## src/rtl/alu_pkg.sv

```systemverilog
// rtl/alu_pkg.sv - shared flag and occupancy types for the ALU result stage
package alu_pkg;

  localparam int FLAG_C = 0;
  localparam int FLAG_V = 1;
  localparam int FLAG_Z = 2;
  localparam int FLAG_N = 3;

  typedef struct packed {
    logic n;
    logic z;
    logic v;
    logic c;
  } alu_flags_t;

  typedef enum logic [1:0] {
    OCC_EMPTY   = 2'd0,
    OCC_PARTIAL = 2'd1,
    OCC_FULL    = 2'd2
  } occ_state_t;

endpackage

```

## src/rtl/result_fifo.sv

```systemverilog
// rtl/result_fifo.sv - DEPTH-entry valid/ready FIFO with occupancy FSM and held head output
module result_fifo
  import alu_pkg::*;
#(
  parameter int DATA_W = 8,
  parameter int DEPTH  = 2
) (
  input  logic              clk,
  input  logic              rst_n,
  input  logic              push_valid,
  output logic              push_ready,
  input  logic [DATA_W-1:0] push_data,
  output logic              pop_valid,
  input  logic              pop_ready,
  output logic [DATA_W-1:0] pop_data
);

  localparam int PTR_W = (DEPTH > 1) ? $clog2(DEPTH) : 1;
  localparam int CNT_W = PTR_W + 1;

  occ_state_t        state_q;
  occ_state_t        state_d;
  logic [CNT_W-1:0]  count_q;
  logic [CNT_W-1:0]  count_d;
  logic [PTR_W-1:0]  wr_ptr;
  logic [PTR_W-1:0]  rd_ptr;
  logic [DATA_W-1:0] mem [DEPTH];
  logic [DATA_W-1:0] hold_q;
  logic              push;
  logic              pop;

  // Ready depends only on registered state, never on pop_ready.
  assign push_ready = (state_q != OCC_FULL);
  assign pop_valid  = (state_q == OCC_PARTIAL) || (state_q == OCC_FULL);
  assign push       = push_valid && push_ready;
  assign pop        = pop_valid && pop_ready;
  assign pop_data   = pop_valid ? mem[rd_ptr] : hold_q;

  always_comb begin
    count_d = count_q;
    state_d = state_q;
    case ({push, pop})
      2'b10:   count_d = count_q + 1'b1;
      2'b01:   count_d = count_q - 1'b1;
      default: count_d = count_q;
    endcase
    case (state_q)
      OCC_EMPTY: begin
        if (push) state_d = OCC_PARTIAL;
      end
      OCC_PARTIAL: begin
        if (push && !pop && (count_q == CNT_W'(DEPTH - 1))) state_d = OCC_FULL;
        else if (pop && !push && (count_q == CNT_W'(1)))    state_d = OCC_EMPTY;
      end
      OCC_FULL: begin
        if (pop) state_d = OCC_PARTIAL;
      end
      default: state_d = OCC_EMPTY;
    endcase
  end

  always_ff @(posedge clk or negedge rst_n) begin
    if (!rst_n) begin
      state_q <= OCC_EMPTY;
      count_q <= '0;
      wr_ptr  <= '0;
      rd_ptr  <= '0;
      hold_q  <= '0;
    end else begin
      state_q <= state_d;
      count_q <= count_d;
      if (push) wr_ptr <= wr_ptr + 1'b1;
      if (pop) begin
        rd_ptr <= rd_ptr + 1'b1;
        hold_q <= mem[rd_ptr];
      end
    end
  end

  // Storage needs no reset: it is only visible through pop_valid or hold_q.
  always_ff @(posedge clk) begin
    if (push) mem[wr_ptr] <= push_data;
  end

endmodule

```

## src/rtl/alu_result_stage.sv

```systemverilog
// rtl/alu_result_stage.sv - registered ALU result stage: FIFO, NZVC flags, overflow status
// Optional ALU_RESULT_SAT_EN: saturate stored result on signed overflow.
module alu_result_stage
  import alu_pkg::*;
#(
  parameter int WIDTH     = 4,
  parameter int DEPTH     = 2,
  parameter int OVF_CNT_W = 8
) (
  input  logic                 clk,
  input  logic                 rst_n,
  input  logic                 in_valid,
  output logic                 in_ready,
  input  logic [WIDTH-1:0]     in_result,
  input  logic                 in_cout,
  input  logic                 in_ovf,
  output logic                 out_valid,
  input  logic                 out_ready,
  output logic [WIDTH-1:0]     out_result,
  output logic [3:0]           out_flags,
  output logic                 ovf_sticky,
  output logic [OVF_CNT_W-1:0] ovf_count,
  input  logic                 clr_sticky
);

  localparam int ENTRY_W = WIDTH + 4;

  logic [WIDTH-1:0]   stored_result;
  alu_flags_t         entry_flags;
  alu_flags_t         head_flags;
  logic [ENTRY_W-1:0] push_entry;
  logic [ENTRY_W-1:0] head_entry;
  logic               push;

`ifdef ALU_RESULT_SAT_EN
  localparam logic [WIDTH-1:0] SIGNED_MAX = {1'b0, {(WIDTH-1){1'b1}}};
  localparam logic [WIDTH-1:0] SIGNED_MIN = {1'b1, {(WIDTH-1){1'b0}}};

  // A wrapped result with the sign bit set came from a positive overflow.
  always_comb begin
    stored_result = in_result;
    if (in_ovf) stored_result = in_result[WIDTH-1] ? SIGNED_MAX : SIGNED_MIN;
  end
`else
  assign stored_result = in_result;
`endif

  always_comb begin
    entry_flags   = '0;
    entry_flags.n = stored_result[WIDTH-1];
    entry_flags.z = (stored_result == '0);
    entry_flags.v = in_ovf;
    entry_flags.c = in_cout;
  end

  assign push_entry = {entry_flags, stored_result};
  assign push       = in_valid && in_ready;

  result_fifo #(
    .DATA_W (ENTRY_W),
    .DEPTH  (DEPTH)
  ) u_fifo (
    .clk        (clk),
    .rst_n      (rst_n),
    .push_valid (in_valid),
    .push_ready (in_ready),
    .push_data  (push_entry),
    .pop_valid  (out_valid),
    .pop_ready  (out_ready),
    .pop_data   (head_entry)
  );

  assign head_flags = alu_flags_t'(head_entry[ENTRY_W-1:WIDTH]);
  assign out_result = head_entry[WIDTH-1:0];
  assign out_flags  = head_flags;

  // An overflow push outranks a same-cycle clear, restarting the count at one.
  always_ff @(posedge clk or negedge rst_n) begin
    if (!rst_n) begin
      ovf_sticky <= 1'b0;
      ovf_count  <= '0;
    end else if (push && in_ovf) begin
      ovf_sticky <= 1'b1;
      if (clr_sticky)        ovf_count <= OVF_CNT_W'(1);
      else if (~&ovf_count)  ovf_count <= ovf_count + 1'b1;
    end else if (clr_sticky) begin
      ovf_sticky <= 1'b0;
      ovf_count  <= '0;
    end
  end

endmodule

```

## config.mk

```make
export PLATFORM = sky130hd
export DESIGN_NAME = alu_result_stage
export DESIGN_NICKNAME = d
export VERILOG_FILES = /design/src/rtl/alu_pkg.sv /design/src/rtl/result_fifo.sv /design/src/rtl/alu_result_stage.sv
export SDC_FILE = /design/constraint.sdc
export NUM_CORES = 1
export LEC_CHECK = 0
export ABC_AREA = 1
export CAP_MARGIN = 20
export CORE_ASPECT_RATIO = 0.5
export CORE_MARGIN = 1
export CORE_UTILIZATION = 45
export CTS_CLUSTER_DIAMETER = 150
export DETAILED_ROUTE_END_ITERATION = 16
export GPL_ROUTABILITY_DRIVEN = 0
export PLACE_DENSITY = 0.69
export SETUP_SLACK_MARGIN = 0.15
export SLEW_MARGIN = 25
export SYNTH_ARGS = -nofsm -noshare
export SYNTH_HDL_FRONTEND = slang
export SYNTH_SLANG_ARGS = --single-unit
```

## constraint.sdc

```tcl
create_clock -name clk -period 4.1 [get_ports clk]
set_input_delay 0.82 -clock clk [delete_from_list [all_inputs] [get_ports clk]]
set_output_delay 0.82 -clock clk [all_outputs]
set_load 0.01 [all_outputs]
```

==> results by group, run 1 <==
Run status
  • Status: finished clean

Power
  • Maximum vdd drop: 0.174 mV
  • Pwr Total: about 1.4 mW
  • Leakage Power: around 1 nW
  • Pwr/cell area: between 600 and 700 nW/um^2

Logic synthesis
  • Synth Instances: 205
  • Leading area contributor after synthesis: dfrtp_1
  • Total of warnings raised by yosys: 0
  • Post-Syn Area: 1810 um^2
  • Seq cells post-synth: 36
  • Synth cell types: 27
  • Post-synthesis adder-cell area fraction: roughly 5.5%
  • Complex-gate fraction of the synthesized area: 6.86%
  • Main combinational cell family by area after synthesis: simple AND/OR/NAND/NOR gates
  • Top-area cell type share of the netlist area: slightly above 30%
  • Top post-synthesis cells by area: dfrtp_1, edfxtp_1, nand2_1
  • Sequential share of the synthesized area: 53.7%
  • Syn avg cell area: 8.81 um^2
  • XOR/XNOR Fraction of Synth Area: under 10%
  • Post-synthesis mux area share: 0%
  • Synth Area in Simple Gates: roughly a quarter
  • Net Count, Synth: 224

Final layout
  • Share of layout cells above drive strength 1: approximately 6.8%
  • N_diodes: 0
  • Final std cells w/o fill: about 290
  • Nets@finish: ~260
  • Final Util: about 61%
  • Area Overhead vs Synth: 22.0%
  • Finished Cell Area: approximately 2200 um^2

Clock network
  • Hold Buf Count CTS: 0
  • CTS Buf Count: 5
  • Post-CTS Resized: 0
  • Skew-Pair Late Insertion Delay: about 270 ps
  • CTS sink count: 36
  • Root Driver: clkbuf_8
  • CTS Buffer Depth: 2
  • H-Tree Depth: 2
  • Setup Buffers After CTS: 0
  • Worst-path clk slew: about 60 ps
  • TritonCTS clock tree: yes

Die
  • Core Box Area: around 3600 um^2
  • Starting density of the core: between 40% and 50%
  • Die height: around 47 um
  • I/O Pins: 30
  • Die X: between 90 and 100 um
  • Die area: between 4000 and 5000 um^2
  • Std cell rows: 15

Timing
  • Relative slew slack: roughly three fifths
  • Hold_ws: 482 ps
  • Setup TNS: 0 ps
  • Clock Skew: around 3.2 ps
  • Fmax achieved: approximately 340 MHz
  • Max-slew violations: 0
  • Least-Margin Pin Slew: just over 600 ps
  • Final min period: approximately 2900 ps
  • Final Cycle Share: slightly above 70%
  • RSZ-0062 raised after global routing: no
  • Worst Slack Setup Final: 1200 ps
  • Final Hold Fails: 0
  • Final setup viols: 0

Global routing
  • First-pass GRT wire length: 5610 um
  • GRT Total Usage: 17.8%
  • Grt ovf: 0
  • Number of global-route vias before repair: around 1,300
  • Antenna violations before repair: 0
  • Pin count of the biggest net entering global routing: 23

Setup path
  • WP data arrival: ~2100 ps
  • Worst setup SP type: flip-flop
  • Worst setup path category: flip-flop to output port
  • CP max-delay cell: clkdlybuf4s50_1
  • Crit path cell chain: inv_1 -> ha_1 -> o21ai_0 -> clkdlybuf4s50_1
  • Max incr delay on CP: about 570 ps
  • Worst setup EP type: output port
  • CP Max Fanout: 16
  • CP required: between 3000 and 4000 ps

Routing
  • Detailed-router iteration count before antenna repair: 4
  • Vias: 1,349
  • Drt wl/cell: around 12 um
  • Initial DRC Count: 44
  • DRT antenna net count: 0
  • WL final: around 3400 um
  • Post-route DRC: 0
  • Via density: roughly 4.7

Placed design
  • DP Wirelength: about 2500 um
  • Dpl cells: between 200 and 300
  • Post-place setup slack: ~1500 ps
  • Placed inst area: 2140 um^2
  • Port bufs: 29

Hold path
  • Worst hold path class: flip-flop to flip-flop

Flow run
  • Max cap viols: 0
where the power goes:
part           internal [mW]  switching, mW
Combinational          0.277          0.332
Clock                  0.113          0.107
Sequential             0.479         0.0479
Total                  0.869          0.487
cell families after synthesis:
logic type      after synthesis
simple gates                105
xor+xnor                      4
buf+inv                      29
fa+ha+maj                     8
flops                        36
compound gates               23
worst max-delay path, delay by kind of cell (launching register included):
kind            cells  cell delay [ps]
compound gates      1              280
buf+inv             2              650
flops               1              390
fa+ha+maj           1              480
layer usage:
metal  routed length [um]  track usage (%)
met2                 1570             30.1
met3                  148             4.85
met1                 1710             23.6
met4                    0             5.08
met5                    0                0
cells in the final DEF (no fill, tap or decap):
master / Yosys / routed
o21ai_2: 1 / 1
nand4_1: 2 / 2
clkdlybuf4s50_1: 0 / 28
or2_2: 1 / 1
nor2_1: 10 / 10
nand2_1: 77 / 77
xnor2_1: 1 / 1
clkbuf_8: 0 / 5
nand3_4: 1 / 1
nand2_2: 2 / 2
clkbuf_1: 1 / 1
ha_1: 8 / 8
o21ai_0: 20 / 20
nor2_4: 1 / 1
o21bai_1: 1 / 1
nand3_1: 6 / 6
dfrtp_1: 22 / 22
xor2_1: 3 / 3
buf_2: 1 / 1
nand3b_1: 1 / 1
nand2_4: 2 / 2
o211ai_1: 1 / 1
nor2_2: 1 / 1
nor4_1: 1 / 1
clkinv_1: 1 / 1
edfxtp_1: 14 / 14
inv_2: 1 / 1
inv_1: 23 / 23
cell usage after synthesis:
library cell	instances
clkinv_1	1
nand2_4	2
ha_1	8
nor2_1	10
o211ai_1	1
nand3_4	1
clkbuf_1	1
edfxtp_1	14
nor2_4	1
dfrtp_1	22
nand4_1	2
o21ai_2	1
nand2_2	2
buf_2	1
o21bai_1	1
buf_4	2
nand3_1	6
nand3b_1	1
inv_1	23
or2_2	1
xnor2_1	1
nand2_1	77
nor4_1	1
o21ai_0	20
xor2_1	3
inv_2	1
nor2_2	1
sequential cells by signal, indices dropped and copies added, names as in the netlist:
register        cells
u_fifo.rd_ptr       1
u_fifo.hold_q       7
ovf_sticky          1
u_fifo.wr_ptr       1
u_fifo.count_q      2
u_fifo.mem         14
ovf_count           8
u_fifo.state_q      2
path summary, 6_finish.rpt:
path                                   start                 to  slack [ps]  cells after the start
hold / removal             u_fifo.count_q[1]  u_fifo.count_q[1]         480                      2
hold reg to reg            u_fifo.count_q[1]  u_fifo.count_q[1]         480                      2
setup / recovery           u_fifo.state_q[0]       out_flags[1]        1200                      4
max in group asynchronous              rst_n       ovf_count[4]        3220                      1
min in group asynchronous              rst_n   u_fifo.hold_q[3]         520                      1
setup reg to reg           u_fifo.state_q[1]  u_fifo.state_q[0]        1750                     10
cell type report:
| type | count | area (um^2) |
|---|---|---|
| fill | 308 | 1420 |
| sequential | 36 | 971 |
| inverter | 25 | 93.8 |
| clock buffer | 6 | 72.6 |
| tap | 51 | 63.8 |
| timing repair buffer | 29 | 285 |
| multi-input combinational | 140 | 718 |
Note: power is estimated with default switching activity, not from simulation.
==> inputs of run 2 (changes only) <==
PLACE_DENSITY = 0.72   (was 0.69)
clock period = 2.6 ns   (was 4.1 ns; I/O delays follow)
==> run 2 against run 1 <==
Sequential share of layout area down 1.1 points. Worst hold slack improved by 1.9 ps. Register-to-register slack got worse by 1100 ps. Clock power increased by 71%. Sequential power rose by 59%. Worst setup slack lost 960 ps. Largest cell class unchanged. Critical path type unchanged. Global-route usage fell by 0.062 points. Combinational power grew 67%. Highest routed layer is now met4.
==> results by group, run 2 (synthesis gave the netlist of run 1 again) <==
Run status
  • Status: finished clean

Global routing
  • GRT Total Usage: 17.8%
  • Pin count of the biggest net entering global routing: 23
  • First-pass GRT wire length: 5620 um
  • Antenna violations before repair: 0
  • Number of global-route vias before repair: approximately 1,300
  • Grt ovf: 0

Final layout
  • Final Util: 62.4%
  • Register area: between 900 and 1000 um^2
  • Register name with the most flops: u_fifo.mem
  • Biggest regs: u_fifo.mem x14, ovf_count x8, u_fifo.hold_q x7
  • Max reg flops: 14
  • Nets@finish: roughly 260
  • Commonest non-fill, non-tap cells in the layout: nand2_1, clkdlybuf4s50_1, inv_1
  • Area Overhead vs Synth: 25.1%
  • Commonest non-fill, non-tap cell in the layout: nand2_1
  • Share of layout cells above drive strength 1: 8.71%
  • Area of the multi-input gates: about 730 um^2
  • N_diodes: 0
  • # fillers: approximately 300

Timing
  • Clock Skew: 8.43 ps
  • Least-Margin Pin Slew: a little over 600 ps
  • Hold_ws: roughly 480 ps
  • Relative slew slack: around three fifths
  • Setup TNS: 0 ps
  • Final min period: 2360 ps
  • Max-slew violations: 0
  • RSZ-0062 raised after global routing: yes
  • Final Hold Fails: 0
  • Fmax achieved: around 420 MHz
  • Final setup viols: 0
  • Final Cycle Share: ~91%

Clock network
  • Hold Buf Count CTS: 0
  • H-Tree Depth: 2
  • TritonCTS clock tree: yes
  • CTS sink count: 36
  • Worst-path clk slew: roughly 70 ps
  • Skew-Pair Late Insertion Delay: between 200 and 300 ps
  • CTS Buf Count: 5
  • CTS Buffer Depth: 2
  • Root Driver: clkbuf_8

Setup path
  • Worst setup EP type: output port
  • Worst reg-to-reg setup slack: between 600 and 700 ps
  • CP Max Fanout: 14
  • CP bufs+invs: 2
  • Crit path cell chain: inv_1 -> ha_4 -> nand2_1 -> o21ai_1 -> clkdlybuf4s50_1
  • WP data arrival: between 1500 and 2000 ps
  • Max incr delay on CP: approximately 550 ps
  • CP delay by family, top: buffers and inverters
  • CP max-delay cell: clkdlybuf4s50_1
  • Worst setup SP type: flip-flop
  • CP required: ~2100 ps
  • Worst setup path category: flip-flop to output port

Hold path
  • Worst hold path class: flip-flop to flip-flop

Placed design
  • Port bufs: 29
  • DP Wirelength: around 2500 um

Routing
  • DRT antenna net count: 0
  • WL final: about 3400 um
  • Via density: between 4 and 5
  • Vias: ~1,400
  • Post-route DRC: 0
  • Initial DRC Count: 30
  • Detailed-router iteration count before antenna repair: 4
  • Drt wl/cell: approximately 12 um

Flow run
  • Max cap viols: 0

Die
  • Die height: 46.8 um
  • I/O Pins: 30
  • Std cell rows: 15
  • Die area: between 4000 and 5000 um^2
  • Core Box Area: ~3600 um^2
  • Die X: approximately 90 um
  • Starting density of the core: approximately half

Power
  • Combinational cell fraction of total power: 45.6%
  • Clock network fraction of design power: between 15 and 20%
  • Pint: 1.43 mW
  • Sequential power share: around 38%
  • Pwr/cell area: around 1000 nW/um^2
  • Leakage Power: ~1.1 nW
  • Maximum vdd drop: between 0.3 and 0.4 mV
  • Switch share: roughly 36%
  • Psw: slightly above 0.8 mW
==> run 2: tightest hold or removal path, cell delays in order, from the launching register on <==
cell and delay (ps):
dfrtp_1 350, nand2_1 50, o21ai_0 60
==> run 2: per-stage QoR <==
step                cells  total power [mW]  worst slack, ps  cell area (um^2)
global placement      283              1.79              339              2150
CTS                   291              2.24              189              2250
global route          292              2.39              118              2260
floorplan             205              1.42              563              1810
detailed placement    283              1.82              302              2150
finish                292              2.23              240              2260
==> run 2: final cells by class <==
type / count / share of cell area (%)
clock buffers: 7 / 3.38
well taps: 51 / 2.82
clock inverters: 1 / 0.221
flip-flops and latches: 36 / 43.0
inverters: 25 / 4.21
repair buffers: 32 / 14.1
multi-input cells: 140 / 32.3
==> run 2: path summary, 6_finish.rpt <==
path                              startpoint           endpoint  depth (start not counted)
hold / removal             u_fifo.count_q[1]  u_fifo.count_q[1]                          2
setup reg to reg           u_fifo.state_q[0]  u_fifo.state_q[0]                         11
hold reg to reg            u_fifo.count_q[1]  u_fifo.count_q[1]                          2
min in group asynchronous              rst_n         ovf_sticky                          2
setup / recovery           u_fifo.state_q[0]      out_result[3]                          5
max in group asynchronous              rst_n      u_fifo.rd_ptr                          2
==> run 2: timing repair <==
item	CTS	global route
gates resized for setup	3	3
buffers inserted	0	1
setup endpoints to repair	9	5
==> run 2: layer usage <==
layer | share of wire (%) | global-route usage (%) | vias to the layer above
met5 | 0 | 0 | -
met4 | 0.82 | 6.67 | 0
met3 | 5.1 | 5.02 | 5
met2 | 45 | 30.7 | 28
met1 | 49 | 22.5 | 631
li1 | - | - | 716
==> run 2: power groups by stage <==
stage	registers, mW	logic (mW)	clock network [mW]
finish	0.838	1.02	0.377
global route	0.854	1.13	0.408
CTS	0.836	1.01	0.387
detailed placement	0.845	0.971	0
global placement	0.837	0.953	0
floorplan	0.814	0.606	0
==> inputs of run 3 (changes only) <==
GPL_TIMING_DRIVEN = 0   (was unset)
==> run 3 against run 2 <==
Core utilization rose by 0.83 points. Largest power group unchanged. Sequential power fell by 3.5%. Combinational power barely moved. Clock power rose by 6.1%. First-iteration DRC count rose to 2.6 times the previous value. Clock skew fell by 2.4 ps. Critical path depth rose by 2.
==> results by group, run 3 (synthesis gave the netlist of run 1 again) <==
Global routing
  • Met3 usage: under 10%
  • First-pass GRT wire length: approximately 5900 um
  • GR Util met2: 32.3%
  • Met1 Track Usage GR: between 20% and 30%
  • Pin count of the biggest net entering global routing: 23
  • GRT Total Usage: 18.8%
  • Number of global-route vias before repair: about 1,400
  • Global route hottest layer: met2
  • Grt ovf: 0
  • Antenna violations before repair: 0

Setup path
  • Worst setup SP type: flip-flop
  • Worst setup path category: flip-flop to output port
  • Cells on worst reg2reg path: 11
  • CP required: 2080 ps
  • CP Max Fanout: 10
  • WP data arrival: around 1800 ps
  • Worst setup EP type: output port

Placed design
  • DP Wirelength: 2480 um
  • Port bufs: 29
  • Dpl cells: between 200 and 300

Timing
  • Fmax achieved: around 440 MHz
  • Final Cycle Share: 87.3%
  • Least-Margin Pin Slew: between 500 and 600 ps
  • Final Hold Fails: 0
  • Clock Skew: about 6 ps
  • Final setup viols: 0
  • RSZ-0062 raised after global routing: no
  • Final min period: around 2300 ps
  • Relative slew slack: 61.0%
  • Max-slew violations: 0

Power
  • Pwr Total: about 2.3 mW
  • Pwr/cell area: approximately 990 nW/um^2
  • Leakage Power: roughly 1.1 nW
  • Switch share: 36.1%
  • Maximum vdd drop: between 0.3 and 0.4 mV
  • Pint: about 1.4 mW
  • Psw: 0.816 mW
  • Combinational cell fraction of total power: about 47%
  • Clock network fraction of design power: between 10% and 20%
  • Sequential power share: between 30% and 40%

Routing
  • WL final: around 3400 um
  • DRT antenna net count: 0
  • Drt wl/cell: roughly 12 um
  • Vias: around 1,400
  • Via density: about 4.7
  • Initial DRC Count: 78
  • Detailed-router iteration count before antenna repair: 4
  • Post-route DRC: 0

Final layout
  • Nets@finish: ~260
  • Commonest non-fill, non-tap cells in the layout: nand2_1, inv_1, dfrtp_1
  • Area Overhead vs Synth: 26.7%
  • N_diodes: 0
  • Register name with the most flops: u_fifo.mem
  • Commonest non-fill, non-tap cell in the layout: nand2_1
  • Final Util: about 63%
  • Final std cells w/o fill: 295
  • Biggest regs: u_fifo.mem x14, ovf_count x8, u_fifo.hold_q x7
  • Max reg flops: 14
  • Share of layout cells above drive strength 1: between 10% and 20%

Clock network
  • Root Driver: clkbuf_8
  • CTS Buf Count: 5
  • TritonCTS clock tree: yes
  • Worst-path clk slew: around 70 ps
  • Skew-Pair Late Insertion Delay: roughly 280 ps
  • CTS sink count: 36
  • H-Tree Depth: 2
  • CTS Buffer Depth: 2

Flow run
  • Max cap viols: 0

Die
  • Die height: 46.8 um
  • Starting density of the core: about 50%
  • Std cell rows: 15
  • Die area: around 4300 um^2
  • I/O Pins: 30
  • Core Box Area: 3620 um^2
  • Die X: roughly 90 um

Hold path
  • Worst hold path class: input port to async pin

Run status
  • Status: finished clean
## run 3: cell types whose count changed in the layout (fill, tap and decap cells not counted)
cell / before / now
buf_2: 0 / 2
buf_4: 3 / 4
clkbuf_1: 2 / 1
clkbuf_8: 5 / 7
clkdlybuf4s50_1: 27 / 20
clkinv_1: 0 / 1
clkinv_2: 2 / 1
dlygate4sd2_1: 0 / 4
dlymetal6s2s_1: 2 / 4
o21ai_0: 19 / 20
o21ai_1: 1 / 0
## run 3: area by class of cell
cell class,instances,area (um^2)
multi-input combinational,140,731
timing repair buffer,31,305
buffer,4,33.8
inverter,25,95.1
fill,300,1330
clock buffer,7,86.3
tap,51,63.8
sequential,36,971
clock inverter,1,3.75
## run 3: worst max-delay path: stages, from the launching register on
cell           delay (ps)
dfrtp_1               390
inv_1                 120
ha_4                  240
clkbuf_8              160
nand2_1                60
o21ai_0                90
buf_4                 140
dlygate4sd2_1         270
## run 3: repair_timing
item / CTS / global route
gates cloned: 0 / 0
hold buffers: 0 / 0
setup endpoints to repair: 8 / 4
buffers inserted: 2 / 0
resized for setup: 10 / 4
## run 3: layer usage
layer  wire length, um  vias to the layer above
met5                 0                        -
li1                  -                      720
met4                19                        0
met1              1690                      645
met3               148                        2
met2              1580                       31
## run 3: power groups by stage
stage	clock, mW	combinational [mW]	sequential [mW]
floorplan	0	0.606	0.814
global placement	0	1.01	0.821
detailed placement	0	1.02	0.827
CTS	0.409	1.07	0.809
global route	0.441	1.18	0.824
finish	0.400	1.05	0.809
## run 3: worst paths after layout
kind	start	to	slack (ps)
min in group clk	ovf_sticky	ovf_sticky	490
worst max register to register	u_fifo.state_q[1]	u_fifo.state_q[1]	610
worst max-delay path	u_fifo.state_q[1]	out_result[3]	330
max in group asynchronous	rst_n	u_fifo.state_q[0]	2070
worst min-delay path	rst_n	ovf_count[0]	200
worst min register to register	ovf_sticky	ovf_sticky	490
## run 3: metrics by stage
| stage | instance area, um^2 | setup slack [ps] | setup TNS (ps) | hold WS [ps] |
|---|---|---|---|---|
| 3_3_place_gp | 2160 | 14.0 | 0 | 466 |
| 6_report | 2290 | 331 | 0 | 196 |
| 4_1_cts | 2280 | 171 | 0 | 216 |
| 2_1_floorplan | 1810 | 563 | 0 | 224 |
| 5_1_grt | 2290 | 199 | 0 | 231 |
| 3_5_place_dp | 2160 | -2.53 | -2.53 | 470 |
